`src/rtl/if_fetch_pkg.sv`:
```
// Shared constants and the fetch-buffer entry type for the instruction fetch stage.
package if_fetch_pkg;

   localparam logic [31:0] INST_NOP     = 32'h0000_0013;  // ADDI x0,x0,0, shared with decode
   localparam logic [31:0] RESET_PC_DEF = 32'h0000_0000;
   localparam logic [31:0] ZERO_WORD    = 32'h0000_0000;

   typedef struct packed {
      logic [31:0] addr;
      logic [31:0] data;
      logic        filled;
   } fetch_entry_t;

endpackage

```
`src/rtl/fetch_fifo.sv`:
```
// Reservation FIFO: entries are reserved at grant with their address and
// filled in order as responses return; only filled heads are consumed.
module fetch_fifo
   import if_fetch_pkg::*;
#(
   parameter  int DEPTH = 2,
   localparam int PW    = $clog2(DEPTH),
   localparam int CW    = $clog2(DEPTH + 1)
) (
   input  logic          clk,
   input  logic          rst_n,
   input  logic          flush,
   input  logic          reserve,
   input  logic [31:0]   reserve_addr,
   input  logic          fill,
   input  logic [31:0]   fill_data,
   input  logic          pop,
   output logic [31:0]   head_addr,
   output logic [31:0]   head_data,
   output logic          head_filled,
   output logic [CW-1:0] count
);

   fetch_entry_t    ent [DEPTH];
   logic [PW-1:0]   rd_ptr, wr_ptr, fill_ptr;

   assign head_addr   = ent[rd_ptr].addr;
   assign head_data   = ent[rd_ptr].data;
   assign head_filled = ent[rd_ptr].filled;

   always_ff @(posedge clk or negedge rst_n) begin
      if (!rst_n) begin
         for (int i = 0; i < DEPTH; i++) ent[i] <= '0;
         rd_ptr   <= '0;
         wr_ptr   <= '0;
         fill_ptr <= '0;
         count    <= '0;
      end else if (flush) begin
         for (int i = 0; i < DEPTH; i++) ent[i].filled <= 1'b0;
         rd_ptr   <= '0;
         wr_ptr   <= '0;
         fill_ptr <= '0;
         count    <= '0;
      end else begin
         // Reserve and pop may hit the same slot when full; pop reads the old contents.
         if (reserve) begin
            ent[wr_ptr].addr   <= reserve_addr;
            ent[wr_ptr].filled <= 1'b0;
            wr_ptr             <= wr_ptr + 1'b1;
         end
         if (fill) begin
            ent[fill_ptr].data   <= fill_data;
            ent[fill_ptr].filled <= 1'b1;
            fill_ptr             <= fill_ptr + 1'b1;
         end
         if (pop) rd_ptr <= rd_ptr + 1'b1;
         count <= count + CW'(reserve) - CW'(pop);
      end
   end

endmodule

```
`src/rtl/if_fetch.sv`:
```
// Instruction fetch stage: owns the pc, issues in-order word fetches and
// feeds decode from a reservation FIFO, discarding wrong-path returns.
module if_fetch
   import if_fetch_pkg::*;
#(
   parameter logic [31:0] RESET_PC = RESET_PC_DEF,
   parameter int          DEPTH    = 2
) (
   input  logic        clk,
   input  logic        rst_n,
   input  logic        hold_flag_i,
   input  logic        jump_en_i,
   input  logic [31:0] jump_addr_i,
   output logic        ibus_req_o,
   output logic [31:0] ibus_addr_o,
   input  logic        ibus_gnt_i,
   input  logic        ibus_rvalid_i,
   input  logic [31:0] ibus_rdata_i,
   output logic [31:0] inst_o,
   output logic [31:0] inst_addr_o,
   output logic        inst_valid_o
);

   localparam int           CW      = $clog2(DEPTH + 1);
   localparam logic [CW:0]  DEPTH_W = (CW + 1)'(DEPTH);

   logic [31:0]   pc, last_addr, head_addr, head_data, jump_tgt;
   logic [CW-1:0] outstanding, discard, fifo_count;
   logic [CW:0]   in_use;
   logic          head_filled, head_valid, grant, rsp, fill, pop;

   assign jump_tgt     = jump_addr_i & ~32'h3;
   assign head_valid   = (fifo_count != '0) && head_filled;
   assign inst_valid_o = head_valid && !jump_en_i;
   assign pop          = inst_valid_o && !hold_flag_i;

   // Reserved entries plus wrong-path fetches equals buffered plus in-flight;
   // the slot freed by this cycle's pop is counted as available.
   assign in_use      = {1'b0, fifo_count} + {1'b0, discard} - {{CW{1'b0}}, pop};
   assign ibus_req_o  = rst_n && (in_use < DEPTH_W);
   assign ibus_addr_o = pc;
   assign grant       = ibus_req_o && ibus_gnt_i;

   // A response with nothing outstanding is ignored so the counters never underflow.
   assign rsp  = ibus_rvalid_i && (outstanding != '0);
   assign fill = rsp && (discard == '0) && !jump_en_i;

   assign inst_o      = inst_valid_o ? head_data : INST_NOP;
   assign inst_addr_o = (fifo_count != '0) ? head_addr : last_addr;

   fetch_fifo #(.DEPTH(DEPTH)) u_fifo (
      .clk          (clk),
      .rst_n        (rst_n),
      .flush        (jump_en_i),
      .reserve      (grant && !jump_en_i),
      .reserve_addr (pc),
      .fill         (fill),
      .fill_data    (ibus_rdata_i),
      .pop          (pop),
      .head_addr    (head_addr),
      .head_data    (head_data),
      .head_filled  (head_filled),
      .count        (fifo_count)
   );

   always_ff @(posedge clk or negedge rst_n) begin
      if (!rst_n) begin
         pc          <= RESET_PC;
         outstanding <= '0;
         discard     <= '0;
         last_addr   <= ZERO_WORD;
      end else begin
         outstanding <= outstanding + CW'(grant) - CW'(rsp);
         if (jump_en_i) begin
            // Everything still in flight after this cycle, including a same-cycle grant, is wrong-path.
            pc      <= jump_tgt;
            discard <= outstanding + CW'(grant) - CW'(rsp);
         end else begin
            if (grant) pc <= pc + 32'd4;
            if (rsp && discard != '0) discard <= discard - 1'b1;
         end
         if (pop) last_addr <= head_addr;
      end
   end

   a_rvalid_outstanding: assert property (@(posedge clk) disable iff (!rst_n)
      ibus_rvalid_i |-> outstanding != '0);

endmodule
```
`config.mk`:
```
export PLATFORM = sky130hd
export DESIGN_NAME = if_fetch
export DESIGN_NICKNAME = d
export VERILOG_FILES = /design/src/rtl/if_fetch_pkg.sv /design/src/rtl/fetch_fifo.sv /design/src/rtl/if_fetch.sv
export SDC_FILE = /design/constraint.sdc
export NUM_CORES = 1
export LEC_CHECK = 0
export ABC_AREA = 1
export CORE_MARGIN = 2
export CORE_UTILIZATION = 45
export CTS_CLUSTER_DIAMETER = 120
export CTS_CLUSTER_SIZE = 16
export DETAILED_ROUTE_END_ITERATION = 8
export HOLD_SLACK_MARGIN = 0.05
export PLACE_DENSITY = 0.7
export SETUP_SLACK_MARGIN = 0.15
export SLEW_MARGIN = 20
export SYNTH_ARGS = -nofsm -noshare
export SYNTH_HDL_FRONTEND = slang
export SYNTH_SLANG_ARGS = --single-unit
```
`constraint.sdc`:
```
create_clock -name clk -period 9.21 [get_ports clk]
set_input_delay 2.763 -clock clk [delete_from_list [all_inputs] [get_ports clk]]
set_output_delay 2.763 -clock clk [all_outputs]
set_load 0.05 [all_outputs]
```
==> summary.txt <==
Outcome
  • Outcome: finished clean

Layout
  • Area grow syn2layout: 22.0%
  • Layout net count: 1490
  • Layout cell share with drive strength beyond 1: around 6.3%

Power
  • Max VDD drop: between 100 and 150 uV
  • Power share of the clock group: approximately 23%
  • Pwr Total: roughly 3200 uW
  • Leakage: approximately 0.0057 uW
  • Sequential Power Share: between 40% and 50%
  • Switch share: between 30% and 40%
  • Pwr dens: between 200 and 300 mW/mm^2
  • Int Pwr: between 1500 and 2000 uW
  • Share of power burned in combinational logic: a little over a third
  • Psw: approximately 1300 uW

Clock network
  • Cts hold-fix bufs: 0
  • Cts bufs inserted: 17
  • Post-CTS sizing: 0
  • Clock latency on the worst-skew pair: roughly 430 ps
  • Post-CTS Setup Bufs: 0
  • CTS sink count: around 200
  • H-tree levels: 4
  • Root buffer cell: clkbuf_16
  • CTS max path bufs: 2
  • CTS tree: built
  • Clock transition at path regs: 70 ps

Timing
  • Peak Freq: roughly 120 MHz
  • Max Slew Vio Count: 0
  • Max_slew headroom: 47.5%
  • Final setup violation count: 0
  • Fin crit period: approximately 8000 ps
  • Worst-margin pin slew: around 790 ps
  • Final worst path period share: 87.1%
  • Final hold violation count: 0
  • Setup_tns: 0 ps
  • RSZ-0062 raised after global routing: false
  • Min setup slack post-route: roughly 1200 ps
  • Hold_ws: just under 500 ps
  • Final clock skew: between 10 and 15 ps

Drt
  • Final ANT Viol Nets: 0
  • DR vias/cell: around 5
  • DR pass1 iterations: 5
  • Routed wire length: roughly 25000 um
  • First DRT Iteration DRCs: between 700 and 800
  • Routed WL per cell: approximately 15 um
  • Drt drc: 0
  • DR vias: 8473

Logic synthesis
  • XOR/XNOR share of the synthesized area: 1.35%
  • Yosys top cell by area: dfrtp_1
  • Register bit total from synthesis: 195
  • Seq/Total Area, Yosys: approximately half
  • Mean Syn Cell Area: roughly 7.6 um^2
  • Synth area leaders: dfrtp_1 50%, nand2_1 20%, o21ai_0 7.0%, inv_1 5.1%, o21ai_1 3.6%
  • Unique masters post-synth: 34
  • Simple logic cell fraction of the synthesized area: around 25%
  • Post-synthesis compound-gate area fraction: approximately an eighth
  • Largest family of logic cells by synthesized area: simple AND/OR/NAND/NOR gates
  • Syn Inst Count: roughly 1300
  • Area of the mapped netlist: 0.00975 mm^2
  • Synth top area share: around 50%
  • Post-synthesis mux area share: 0%
  • Adder-cell share of the synthesized area: 1.10%
  • Synth warn: 0

Floorplan
  • Rows: 53
  • Die area: about 0.023 mm^2
  • Die Wd: around 150 um
  • IO Pins: around 170
  • Die H: ~150 um
  • Core footprint: 0.0212 mm^2
  • Starting density of the core: between 40% and 50%

GRT
  • Total track usage: 22.8%
  • Met3 usage: under 10%
  • First-pass GRT wire length: around 40000 um
  • Number of global-route vias before repair: just over 8000
  • Met2 usage: between 30% and 40%
  • Gr busiest metal: met2
  • Largest net degree at the start of global routing: 80
  • Met1 Usage GRT: 32.7%
  • Remaining global-route overflow: 0
  • Antenna violations before repair: 1

Worst setup path
  • Nature of the critical path endpoint: primary output
  • Critical path class: in -> out
  • Critical Path AT: 5260 ps
  • Worst path required time: ~6500 ps
  • CP Max Fanout: 31
  • CP Launch Type: primary input

Place
  • Setup WS pre-CTS: ~1200 ps
  • HPWL Detailed: about 17000 um
  • Final RePlAce weighted congestion: roughly 0.9
  • Port Buffers: 161

Worst hold path
  • Min-delay worst type: reg -> reg

Flow run
  • MaxCap Viol Count: 0
## power by group through the flow
stage	logic [uW]	registers, uW	clock network, uW
5_1_grt	1300	1370	780
2_1_floorplan	753	1390	0
3_5_place_dp	1170	1350	0
4_1_cts	1180	1330	745
6_report	1170	1340	729
3_3_place_gp	1150	1330	0
## critical path, stage by stage
cell	delay, ps
clkdlybuf4s50_1	430
inv_2	230
nand3_2	100
buf_4	260
nor2_4	180
inv_1	100
nand2_1	60
nand3_1	80
fa_1	490
nand2_1	50
inv_1	140
and3_1	220
buf_12	150
## logic make-up (layout without fill, tap and decap cells)
kind of cell	Yosys count	count (layout)
AO/OA/AOI/OAI	247	247
XOR/XNOR	15	15
adder cells (fa/ha/maj)	8	8
buffers and inverters	203	334
flip-flops	195	195
other	1	5
AND/OR/NAND/NOR	620	620
## layout make-up
class                           count  area, um^2
Fill cell                        2001        9260
Sequential cell                   195        4880
Multi-Input combinational cell    894        3990
Timing Repair Buffer              169        1600
Inverter                          135         507
Clock buffer                       17         425
Tap cell                          275         344
Clock inverter                     13         144
Antenna cell                        1        2.50
## layer usage
metal	share of wire, %	wire length [um]
met5	0	0
met4	2.4	597
met3	5.7	1430
met2	46	11500
met1	46	11400
## cells in the final DEF (no fill, tap or decap), drive strengths merged
cell | Yosys | final
a31oi | 1 | 1
nand2 | 517 | 517
bufinv | 0 | 1
clkdlybuf4s50 | 0 | 126
nor2 | 57 | 57
conb | 1 | 4
fa | 1 | 1
xor2 | 12 | 12
clkbuf | 25 | 18
clkinvlp | 0 | 3
ha | 7 | 7
clkinv | 0 | 2
nand3b | 1 | 1
nor3 | 1 | 1
diode | 0 | 1
o211ai | 8 | 8
nand3 | 40 | 40
xnor2 | 3 | 3
o21ai | 209 | 209
buf | 43 | 42
a21oi | 29 | 29
inv | 135 | 142
dfrtp | 195 | 195
nand4 | 2 | 2
or2 | 1 | 1
and3 | 1 | 1
## cells in the mapped netlist
cell,n
clkbuf_2,2
dfrtp_1,195
ha_1,7
nand4_4,1
inv_1,132
a31oi_1,1
or2_2,1
nand2_2,2
nor2_4,1
o211ai_1,8
conb_1,1
nand4_1,1
clkbuf_1,23
and3_1,1
buf_2,19
o21ai_1,71
xor2_1,12
nor3_1,1
fa_1,1
nor2_8,1
nand3_2,1
nand3_1,39
buf_6,11
nand2_1,514
xnor2_1,3
nor2_1,55
buf_1,1
nand3b_1,1
o21ai_2,1
o21ai_0,137
a21oi_1,29
inv_2,3
buf_4,12
nand2_4,1
## path summary, 6_finish.rpt
check                                           start  cells past startpoint                           to  slack, ps
setup / recovery                            jump_en_i                     13                   ibus_req_o       1190
hold / removal             u_fifo.ent[78]$_DFFE_PN0P_                      2   u_fifo.ent[78]$_DFFE_PN0P_        490
setup reg to reg            u_fifo.rd_ptr$_DFFE_PN0P_                     17  u_fifo.ent[113]$_DFFE_PN0P_       5020
hold reg to reg            u_fifo.ent[78]$_DFFE_PN0P_                      2   u_fifo.ent[78]$_DFFE_PN0P_        490
max in group asynchronous                       rst_n                      3   u_fifo.ent[26]$_DFFE_PN0P_       4920
min in group asynchronous                       rst_n                      1     last_addr[8]$_DFFE_PN0P_       2330
## metrics by stage
| step | utilization (%) | std cells | cell area (um^2) |
|---|---|---|---|
| 2_1_floorplan | - | 1292 | 9760 |
| 3_3_place_gp | 53.4 | 1668 | 11300 |
| 3_5_place_dp | 53.4 | 1668 | 11300 |
| 4_1_cts | 56.1 | 1698 | 11900 |
| 5_1_grt | 56.2 | 1699 | 11900 |
| 6_report | 56.2 | 1699 | 11900 |
## registers in the layout, summed over array words and instances (netlist names)
name             count
u_fifo.fill_ptr      1
ibus_addr_o         30
discard              2
outstanding          2
last_addr           30
u_fifo.rd_ptr        1
u_fifo.count         2
u_fifo.ent         126
u_fifo.wr_ptr        1
No activity file was read; power rests on OpenSTA's default activity.
